### config.mk
export PLATFORM = sky130hd
export DESIGN_NAME = boot_loader_ctrl
export DESIGN_NICKNAME = d
export VERILOG_FILES = /design/src/rtl/boot_loader_ctrl_pkg.sv /design/src/rtl/boot_loader_ctrl_byte_assembler.sv /design/src/rtl/boot_loader_ctrl.sv
export SDC_FILE = /design/constraint.sdc
export NUM_CORES = 1
export LEC_CHECK = 0
export CAP_MARGIN = 0
export CORE_MARGIN = 2
export CORE_UTILIZATION = 51
export CTS_CLUSTER_SIZE = 24
export DETAILED_ROUTE_END_ITERATION = 12
export PLACE_DENSITY = 0.88
export SYNTH_ARGS = -nofsm -noshare
export SYNTH_HDL_FRONTEND = slang
export SYNTH_SLANG_ARGS = --single-unit
### constraint.sdc
create_clock -name clk -period 2 [get_ports clk]
set_input_delay 0.4 -clock clk [delete_from_list [all_inputs] [get_ports clk]]
set_output_delay 0.4 -clock clk [all_outputs]
set_load 0.03 [all_outputs]
### src/rtl/boot_loader_ctrl_pkg.sv
// Shared types and constants for the UART boot loader.
// Latency: n/a (declarations only).
// Backpressure: n/a.
package boot_pkg;

  // Bytes per length field and per instruction word.
  localparam int WORD_BYTES = 4;

  localparam logic [7:0] ACK_DEFAULT = 8'hAA;
  localparam logic [7:0] NAK_DEFAULT = 8'hEE;

  typedef enum logic [2:0] {
    RECV_LEN,
    RECV_WORD,
    WRITE,
    ACK,
    NAK,
    WAIT_TX,
    RUN,
    ERROR
  } boot_state_t;

endpackage

### src/rtl/boot_loader_ctrl_byte_assembler.sv
// Big-endian 4-byte shift register with wrapping byte counter.
// Latency: word_next/done are combinational off the byte being shifted in.
// Backpressure: none; every shift_en cycle consumes din.
module byte_assembler
  import boot_pkg::*;
(
  input  logic        clk,
  input  logic        rstn,
  input  logic        shift_en,
  input  logic [7:0]  din,
  output logic [31:0] word_next,
  output logic [1:0]  byte_cnt,
  output logic        done
);

  logic [31:0] shift_reg;

  // First byte of a group ends up in [31:24] after four shifts.
  assign word_next = {shift_reg[23:0], din};
  assign done      = shift_en && (byte_cnt == 2'(WORD_BYTES - 1));

  // Shift in the byte and advance the counter; the counter wraps to 0
  // after the fourth byte so the next group starts cleanly.
  always_ff @(posedge clk or negedge rstn) begin
    if (!rstn) begin
      shift_reg <= '0;
      byte_cnt  <= '0;
    end else if (shift_en) begin
      shift_reg <= word_next;
      byte_cnt  <= byte_cnt + 2'd1;
    end
  end

endmodule

### src/rtl/boot_loader_ctrl.sv
// Boot loader: receives a length-prefixed program over UART, writes it to imem, ACK/NAKs, releases the core.
// Latency: imem_we one cycle after the 4th byte of each word; tx_start one cycle after ACK/NAK with tx idle.
// Backpressure: none on rx (bytes arrive as pulses); tx_start is held off while tx_busy is high.
module boot_loader_ctrl
  import boot_pkg::*;
#(
  parameter int         ADDR_W      = 14,
  parameter int         TIMEOUT_CYC = 2_000_000,
  parameter logic [7:0] ACK_BYTE    = ACK_DEFAULT,
  parameter logic [7:0] NAK_BYTE    = NAK_DEFAULT
) (
  input  logic              clk,
  input  logic              rstn,
  input  logic [7:0]        rx_data,
  input  logic              rx_valid,
  input  logic              rx_ferr,
  output logic              imem_we,
  output logic [ADDR_W-1:0] imem_addr,
  output logic [31:0]       imem_wdata,
  output logic [7:0]        tx_data,
  output logic              tx_start,
  input  logic              tx_busy,
  output logic              cpu_run,
  output logic              load_err
);

  localparam int              TO_W     = $clog2(TIMEOUT_CYC + 1);
  localparam logic [TO_W-1:0] TO_LAST  = TO_W'(TIMEOUT_CYC - 1);
  localparam logic [TO_W-1:0] TO_ONE   = TO_W'(1);
  localparam logic [ADDR_W:0] CNT_ONE  = (ADDR_W + 1)'(1);
  localparam logic [32:0]     CAPACITY = 33'(1) << ADDR_W;

  boot_state_t     state;
  logic [ADDR_W:0] word_cnt;
  logic [ADDR_W:0] num_words;
  logic [TO_W-1:0] idle_cnt;
  logic            ack_sel;
  logic            busy_seen;

  logic            rx_active;
  logic            shift_en;
  logic [31:0]     word_next;
  logic [1:0]      byte_cnt;
  logic            byte_done;
  logic            idle_run;
  logic            timeout;

  // WRITE still accepts bytes so a back-to-back byte starts the next word.
  assign rx_active = (state == RECV_LEN) || (state == RECV_WORD) || (state == WRITE);
  // A framing error on the same cycle discards the byte.
  assign shift_en  = rx_valid && !rx_ferr && rx_active;

  byte_assembler u_asm (
    .clk       (clk),
    .rstn      (rstn),
    .shift_en  (shift_en),
    .din       (rx_data),
    .word_next (word_next),
    .byte_cnt  (byte_cnt),
    .done      (byte_done)
  );

  // Idle time only matters once a frame has started.
  assign idle_run = (state == RECV_WORD) || ((state == RECV_LEN) && (byte_cnt != 2'd0));
  assign timeout  = idle_run && !rx_valid && (idle_cnt == TO_LAST);

  // Idle counter: cleared by every byte and whenever no frame is in progress.
  always_ff @(posedge clk or negedge rstn) begin
    if (!rstn) begin
      idle_cnt <= '0;
    end else if (rx_valid || !idle_run) begin
      idle_cnt <= '0;
    end else begin
      idle_cnt <= idle_cnt + TO_ONE;
    end
  end

  // Main sequencer with registered outputs.
  always_ff @(posedge clk or negedge rstn) begin
    if (!rstn) begin
      state      <= RECV_LEN;
      word_cnt   <= '0;
      num_words  <= '0;
      ack_sel    <= 1'b0;
      busy_seen  <= 1'b0;
      imem_we    <= 1'b0;
      imem_addr  <= '0;
      imem_wdata <= '0;
      tx_data    <= '0;
      tx_start   <= 1'b0;
      cpu_run    <= 1'b0;
      load_err   <= 1'b0;
    end else begin
      imem_we  <= 1'b0;
      tx_start <= 1'b0;
      case (state)
        RECV_LEN: begin
          if (rx_ferr || timeout) begin
            state <= NAK;
          end else if (byte_done) begin
            if ({1'b0, word_next} > CAPACITY) begin
              state <= NAK;
            end else if (word_next == 32'd0) begin
              state <= ACK;
            end else begin
              num_words <= word_next[ADDR_W:0];
              state     <= RECV_WORD;
            end
          end
        end
        RECV_WORD: begin
          if (rx_ferr || timeout) begin
            state <= NAK;
          end else if (byte_done) begin
            imem_we    <= 1'b1;
            imem_addr  <= word_cnt[ADDR_W-1:0];
            imem_wdata <= word_next;
            state      <= WRITE;
          end
        end
        WRITE: begin
          word_cnt <= word_cnt + CNT_ONE;
          if ((word_cnt + CNT_ONE) == num_words) begin
            state <= ACK;
          end else begin
            state <= RECV_WORD;
          end
        end
        ACK: begin
          if (!tx_busy) begin
            tx_start  <= 1'b1;
            tx_data   <= ACK_BYTE;
            ack_sel   <= 1'b1;
            busy_seen <= 1'b0;
            state     <= WAIT_TX;
          end
        end
        NAK: begin
          if (!tx_busy) begin
            tx_start  <= 1'b1;
            tx_data   <= NAK_BYTE;
            ack_sel   <= 1'b0;
            busy_seen <= 1'b0;
            state     <= WAIT_TX;
          end
        end
        WAIT_TX: begin
          if (tx_busy) begin
            busy_seen <= 1'b1;
          end else if (busy_seen) begin
            if (ack_sel) begin
              cpu_run <= 1'b1;
              state   <= RUN;
            end else begin
              load_err <= 1'b1;
              state    <= ERROR;
            end
          end
        end
        RUN:     state <= RUN;
        ERROR:   state <= ERROR;
        default: state <= ERROR;
      endcase
    end
  end

endmodule

==> Yosys cells after proc, flatten, opt, wreduce, memory -nomap -nowiden <==
Index checks and enable logic that the tools add are counted.
{ "totals": {"in_bits": 13, "reg_bits": 140, "output_inout_bits": 58, "wordCells": 95} }
{ "classes": {"addsub": 3, "n_reduce_logical": 27, "n_bitwise": 5, "n_mux": 26, "order_cmp": 1, "eq_ne": 18} }
{ "ops": {"columns": ["cell", "n"], "rows": [
  ["32-bit by 15-bit greater-than comparator with 1-bit output (second input constant)", 1],
  ["32-bit logical NOT", 1],
  ["3-bit 2-to-1 mux", 8],
  ["21-bit by 1-bit adder with 21-bit output (second input constant)", 1],
  ["21-bit equality test (second input constant)", 1],
  ["21-bit 2-to-1 mux", 1],
  ["3-bit case mux with 7 select lines", 1],
  ["8-bit 2-to-1 mux", 2],
  ["8-bit case mux with 2 select lines", 1],
  ["15-bit by 1-bit adder with 15-bit output (second input constant)", 1],
  ["15-bit equality test", 1],
  ["3-bit equality test (second input constant)", 4],
  ["2-bit != test (second input constant)", 6],
  ["5-bit AND reduction", 2],
  ["1-bit 2-to-1 mux", 9],
  ["3-bit AND reduction", 3],
  ["4-bit AND reduction", 2],
  ["3-bit by 2-bit equality test with 1-bit output (second input constant)", 2],
  ["1-bit logical AND", 6],
  ["3-bit by 2-bit != test with 1-bit output (second input constant)", 2],
  ["2-bit nonzero test", 3],
  ["1-bit logical OR", 5],
  ["1-bit inverter", 5],
  ["2-bit 2-to-1 mux", 2],
  ["7 further kinds", 10]
]} }

==> Logic depth before layout (Yosys ltp) <==
Gate-level depths: netlist (run 1).
{ "depth": {"depth_word": 8, "mapped_depth": 8, "ltp_nobuf": 7} }

==> Hierarchy <==
Synthesis (run 1) repeated with hierarchy kept, for this count alone.
{ "hier_totals": {"cells_unflattened": 538, "hier_area_um2": 6535.0} }
{ "by_module_without_submodules": {"columns": ["module", "instances", "cells_each", "area_each_um2", "seq_area_each_um2"], "rows": [
  ["boot_loader_ctrl", 1, 473, 5396.4, 2702.6],
  ["byte_assembler", 1, 65, 1138.6, 650.6]
]} }

==> Worst setup path after synthesis (run 1) <==
No wires, ideal clock.
{ "synth_timing": {"path_kind": "register to register", "startpoint": "reg u_asm.byte_cnt[0]", "endpoint": "reg state[1]", "path_buffers": 0, "period_less_slack_ns": 2.030, "setup_time_ns": 0.120, "path_stages_with_launch": 8, "required_time_ns": 1.880, "arrival_time_ns": 1.910, "slack_ns": -0.030, "path_cell_list": "dfrtp_1 -> inv_1 -> ha_1 -> a2111o_1 -> o31a_1 -> a21oi_2 -> a31oi_1 -> a41o_1"} }
{ "synth_via": {"elab_chain_len": 8, "word_cells_on_any_way": 14, "cone_classes": "eq/ne: 3; mux: 3; reduce/logical: 8"} }
{ "synth_rtl": {"columns": ["item", "line_no", "rtl"], "rows": [
  ["start: declaration", "boot_loader_ctrl_byte_assembler.sv:12", "output logic [1:0] byte_cnt,"],
  ["start signal: assignment", "boot_loader_ctrl_byte_assembler.sv:30", "byte_cnt <= byte_cnt + 2'd1;"],
  ["2-bit nonzero test", "boot_loader_ctrl.sv:64", "assign idle_run = (state == RECV_WORD) || ((state == RECV_LEN) && (byte_cnt != 2'd0));"],
  ["1-bit logical AND", "boot_loader_ctrl.sv:64", null],
  ["1-bit logical OR", "boot_loader_ctrl.sv:64", null],
  ["1-bit logical AND (2 in a row)", "boot_loader_ctrl.sv:65", "assign timeout = idle_run && !rx_valid && (idle_cnt == TO_LAST);"],
  ["1-bit logical OR", "boot_loader_ctrl.sv:98, boot_loader_ctrl.sv:112", null],
  ["3-bit 2-to-1 mux, or another cell as far along", "boot_loader_ctrl.sv:112", "if (rx_ferr || timeout) begin"],
  ["3-bit case mux with 7 select lines or 5-bit AND reduction (tied branches)", null, null],
  ["end signal: assignment", "boot_loader_ctrl.sv:99", "state <= NAK;"],
  ["end signal: assignment", "boot_loader_ctrl.sv:102", "state <= NAK;"],
  ["end signal: assignment", "boot_loader_ctrl.sv:113", "state <= NAK;"],
  ["end: declaration", "boot_loader_ctrl.sv:33", "boot_state_t state;"]
]} }
Several ways; a longest one is shown, not always the timed one.
A chain may end at the register's enable or synchronous reset.

==> Final worst setup path (run 1) <==
{ "layout_timing": {"startpoint": "reg u_asm.byte_cnt[1]", "endpoint": "reg state[1]"} }
The elaborated chain is that of the path after synthesis.

==> results of run 1 <==
## worst paths after layout
path	start	end	slack, ns
max in group asynchronous	rstn	word_cnt[8]	1.12
setup reg to reg	u_asm.byte_cnt[1]	state[1]	0.0003
min in group asynchronous	rstn	imem_wdata[20]	0.53
hold / removal	load_err	load_err	0.48
hold reg to reg	load_err	load_err	0.48
setup / recovery	u_asm.byte_cnt[1]	state[1]	0.0003
## metal layers
metal	vias to the layer above	global-route usage	wire length [µm]
met4	0	0.105	269
met1	2257	0.304	6140
li1	2040	-	-
met5	-	0	0
met2	160	0.396	7330
met3	24	0.0632	819
## final cells by class
type,instances,area (µm²)
fill,793,3550
sequential,134,3350
multi-input combinational,343,2650
timing repair buffer,128,1180
clock buffer,19,443
tap,143,179
clock inverter,13,126
inverter,8,30.0
## cell usage after synthesis, drive strengths merged, types with 7 or more instances
library cell,n,area [µm²]
nor4,7,43.8
inv,8,30.0
o21ai,17,85.1
nor3,7,40.0
nor2,42,158
nand4,12,87.6
xnor2,28,245
buf,20,114
mux2,85,957
clkbuf,8,30.0
nand3,24,120
xor2,24,210
nand2,28,105
dfrtp,134,3350
a21oi,11,58.8
## where the power goes
group	switching (W)	total (W)	internal [W]
Clock	0.00121	0.00297	0.00175
Sequential	0.000206	0.00309	0.00288
Combinational	0.000593	0.00108	0.000492
## kinds of logic (layout without fill, tap and decap cells)
group,Yosys count,in the layout,share of synthesized area
adders and majority gates,4,4,0.00821
muxes,87,87,0.160
and+or+nand+nor,150,150,0.126
AOI/OAI and AO/OA,48,48,0.0515
DFF,134,134,0.550
other,1,2,0.000615
xor gates and xnor gates,52,52,0.0747
buffers and inverters,36,168,0.0285
## through the flow
step	std cells	TNS (ns)	util	hold WS, ns	worst slack, ns
floorplan	513	0	-	0.104	0.0260
global placement	751	-6.46	0.632	0.444	-0.265
detailed placement	751	-8.95	0.632	0.449	-0.297
CTS	788	-0.00500	0.688	0.483	-0.00500
global route	788	-0.297	0.692	0.500	-0.123
finish	788	0	0.692	0.485	0.000267
## timing repair
action / in CTS / in global routing
pin swaps: 7 / 3
setup buffers: 4 / 0
hold buffers: 1 / 0
endpoints found under the hold margin: 1 / 0
setup endpoints to repair: 17 / 19
gates cloned: 0 / 0
gates resized for setup: 7 / 9
==> flow_metrics.py, run 1 <==
metrics = {
    "drt": {
        "routed_wl_mm": 14.6,
        "ant_nets": 0,
        "wl_per_cell_um": 18.5,
        "vias_per_cell": 5.69,
        "drc": 0,
        "drt_iter0_drc": 310,
        "vias": 4481,
        "dr.pass1.iters": 4,
    },
    "floorplanning": {
        "dieArea_um2": 12800,
        "die_h_um": 113,
        "ioPinCount": 71,
        "rows": 39,
        "die-width_um": 113,
        "coreArea_um2": 11500,
        "start_util": 0.529,
    },
    "timing": {
        "rsz0062_at_grt": "yes",
        "final_max_slew_viol_count": 0,
        "fin_crit_sh": 1.00,
        "timing.final.crit_period_ns": 2.00,
        "skew_ns": 0.0109,
        "worst-slew-pin-transition_ns": 0.500,
        "fmax_ghz": 0.500,
        "hold_viol": 0,
        "setup_viol": 0,
        "maxSlewHeadroom": 0.664,
    },
    "worst_setup_path": {
        "worstPathRequired_ns": 2.31,
        "path_depth": 7,
        "crit_path_top_delay_cell": "a2111o_1",
        "cp_top_family": "compound AO/OA/AOI/OAI gates",
        "start_kind": "register",
        "reg2regPathDepth": 7,
        "arrival_ns": 2.31,
        "cp_slowest_stage_delay_ns": 0.38,
        "critPathCaptureType": "register",
        "worst-setup-path-type": "register to register",
        "crit_fanout": 5,
        "critical_path_buf_inv_count": 1,
        "crit_chain": "inv_2, ha_2, a2111o_1, o31a_1, a21oi_4, a31oi_1, a41o_1",
    },
    "clock_network": {
        "cts_sinks": 134,
        "cts_max_path_buffers": 2,
        "h-tree-depth": 4,
        "clk_latency_ns": 0.42,
        "clkTransAtPathRegs_ns": 0.06,
        "cts-root-buf": "clkbuf_16",
        "cts_buffers": 17,
        "cts_tree": "done",
    },
    "synth": {
        "yosysSeqAreaShare": 0.550,
        "synth-edff-count": 0,
        "ys.flop_type": "dfrtp_1",
        "async_flop_share": 1.00,
        "syn_inst": 512,
        "netlist_area_um2": 6090,
        "yosysWarnings": 0,
        "ys_ff_latch": 134,
        "synth.distinct_cells": 49,
        "avgSynthCellArea_um2": 11.9,
    },
    "power": {
        "p_leak_nw": 3.72,
        "power_w": 0.00714,
        "power_density_nw_per_um2": 896,
        "ir_worst_vdd_v": 0.000672,
    },
    "placement": {
        "gp_congestion": 0.922,
        "place_area_um2": 7280,
        "dp_hpwl_mm": 9.44,
        "portBuffers": 68,
    },
    "grt": {
        "grt_pass1_wl_mm": 23.7,
        "grt_use_total": 0.241,
        "grt_antenna_before_repair": 0,
        "grt_max_degree": 76,
        "first_global_vias": 4612,
        "overflow": 0,
    },
    "cells_and_area": {
        "n_antenna_cell": 0,
        "final_area_um2": 7970,
        "drive_gt1_frac": 0.305,
        "final_cell_mix": "134 x dfrtp_1, 85 x mux2_2, 67 x clkdlybuf4s50_1",
        "final_common_cell": "dfrtp_1",
        "largest_register_ffs": 32,
        "area_growth_pct": 30.7,
        "layout.nets": 649,
    },
    "worst_hold_path": {
        "hp-class": "register to register",
        "holdPathStages": 1,
    },
    "outcome": {
        "status": "complete, no violations",
    },
    "run": {
        "cap_violations": 0,
    },
}
Note: power is estimated with default switching activity, not from simulation.
==> run 2: changes to the inputs <==
==> constraint.sdc (replaced) <==
create_clock -name clk -period 2 [get_ports clk]
set_input_delay 0.6 -clock clk [delete_from_list [all_inputs] [get_ports clk]]
set_output_delay 0.6 -clock clk [all_outputs]
set_load 0.03 [all_outputs]
==> flow_metrics.py, run 2 (synthesis results as in run 1) <==
metrics = {
    "outcome": {
        "status": "complete, but fails checks",
        "violations": "negative setup slack",
    },
    "cells_and_area": {
        "final_cell_mix": "133 x dfrtp_1, 85 x mux2_2, 60 x dlygate4sd2_1",
        "fin_util": 0.701,
        "fillers": 772,
        "multiInputGateArea_um2": 2730,
        "layout.nets": 653,
        "largest_register_ffs": 32,
        "drive_gt1_frac": 0.323,
        "seqCellArea_um2": 3350,
        "area_growth_pct": 32.5,
        "final_common_cell": "dfrtp_1",
        "n_antenna_cell": 0,
        "finalNonFillerCells": 790,
    },
    "power": {
        "ir_worst_vdd_v": 0.000549,
        "p_leak_nw": 4.01,
        "power_density_nw_per_um2": 934,
    },
    "run": {
        "cap_violations": 0,
    },
    "drt": {
        "drt_iter0_drc": 329,
        "vias_per_cell": 5.87,
        "ant_nets": 0,
        "dr.pass1.iters": 7,
        "drc": 0,
        "vias": 4638,
        "wl_per_cell_um": 20.2,
        "routed_wl_mm": 15.9,
    },
    "timing": {
        "hold_viol": 0,
        "rsz0062_at_grt": "yes",
        "final_max_slew_viol_count": 0,
        "finalWorstSetupSlack_ns": -0.0341,
        "setup-tns-final_ns": -0.192,
        "fin_crit_sh": 1.02,
        "fmax_ghz": 0.492,
        "timing.final.crit_period_ns": 2.03,
        "skew_ns": 0.00743,
        "setup_viol": 11,
    },
    "clock_network": {
        "clkTransAtPathRegs_ns": 0.06,
        "h-tree-depth": 4,
        "cts_hold_buf": 0,
        "cts_tree": "done",
        "cts_max_path_buffers": 2,
        "clk_latency_ns": 0.42,
        "cts-root-buf": "clkbuf_16",
        "cts_buffers": 17,
        "cts_sinks": 134,
    },
    "worst_setup_path": {
        "start_kind": "primary input",
        "worstPathRequired_ns": 2.35,
        "critical_path.endpoint": "state[1]",
        "worst-setup-path-type": "primary input to register",
        "reg2regPathDepth": 7,
        "arrival_ns": 2.39,
        "r2r_setup_slack_ns": -0.02,
        "crit_fanout": 2,
        "crit_start": "rx_data[0]",
        "regToRegEndpoint": "state[0]",
        "critPathCaptureType": "register",
        "reg2reg_from": "state[0]",
    },
    "placement": {
        "dp_hpwl_mm": 9.93,
        "portBuffers": 68,
        "gp_congestion": 0.906,
        "dp.cells": 750,
    },
    "grt": {
        "grt_use_total": 0.249,
        "first_global_vias": 4908,
        "use_met2": 0.425,
        "grt_use_met1": 0.308,
        "grtUsageMet3": 0.0520,
        "grt_pass1_wl_mm": 25.0,
        "grt_max_degree": 44,
        "busiest_layer": "met2",
        "overflow": 0,
        "grt_antenna_before_repair": 0,
    },
    "floorplanning": {
        "coreArea_um2": 11500,
        "ioPinCount": 71,
        "dieArea_um2": 12800,
        "start_util": 0.529,
        "rows": 39,
        "die-width_um": 113,
        "die_h_um": 113,
    },
    "worst_hold_path": {
        "hp-class": "primary input to asynchronous set/reset pin",
    },
}
==> run 2: cell types whose count changed in the layout (fill, tap and decap cells not counted), moves of 2 or more <==
cell	change
clkinvlp_4	-2
o21ai_1	+2
clkinv_4	-2
dlygate4sd2_1	+60
clkdlybuf4s15_1	+3
o21ai_0	-2
clkdlybuf4s50_1	-63
bufinv_16	+3
buf_4	+2
==> run 2: worst min path at each step <==
| stage | end | from | slack (ns) |
|---|---|---|---|
| detailed placement | cpu_run | cpu_run | 0.47 |
| floorplan | ack_sel | rstn | 0.30 |
| CTS | u_asm.shift_reg[13] | rstn | 0.13 |
| global route | u_asm.shift_reg[12] | rstn | 0.14 |
| finish | u_asm.shift_reg[13] | rstn | 0.12 |
| global placement | cpu_run | cpu_run | 0.46 |
==> run 2: through the flow <==
step           instance area [µm²]  worst slack [ns]  power [W]  hold WS, ns
3_5_place_dp                  7280            -0.517    0.00412        0.466
6_report                      8080           -0.0341    0.00754        0.122
4_1_cts                       7920           -0.0387    0.00739        0.129
5_1_grt                       8080            -0.114    0.00781        0.139
3_3_place_gp                  7280            -0.466    0.00403        0.465
2_1_floorplan                 6100           0.00757    0.00362        0.304
==> run 2: critical path: stages <==
cell and delay [ns]:
dlygate4sd2_1 0.26, nor4_2 0.27, nand4_1 0.24, buf_4 0.20, buf_4 0.12, nor4b_1 0.29, o21bai_1 0.12, a31oi_1 0.16
a41o_1 0.13
==> run 2: power by group <==
group          total, W  internal (W)  leakage (nW)  switching, W
Clock           0.00324       0.00207         0.292       0.00116
Combinational   0.00120      0.000525          1.90      0.000672
Sequential      0.00311       0.00289          1.82      0.000223
Total           0.00754       0.00548          4.01       0.00206
==> run 2: layer usage <==
layer / share of wire / vias up
li1: - / 2036
met3: 0.052 / 66
met2: 0.51 / 198
met4: 0.038 / 0
met5: 0 / -
met1: 0.40 / 2338
==> run 2: cell type report <==
cell class	instances	area share
clock buffers	18	0.0531
clock inverters	12	0.0223
inverters	8	0.00372
well taps	143	0.0222
flip-flops and latches	134	0.415
repair buffers	132	0.145
multi-input cells	343	0.338
==> run 2: timing repair <==
item,in CTS,in global routing
setup endpoints to repair,74,57
cloned,1,0
buffers inserted,5,4
pin swaps,11,14
gates resized for setup,76,23
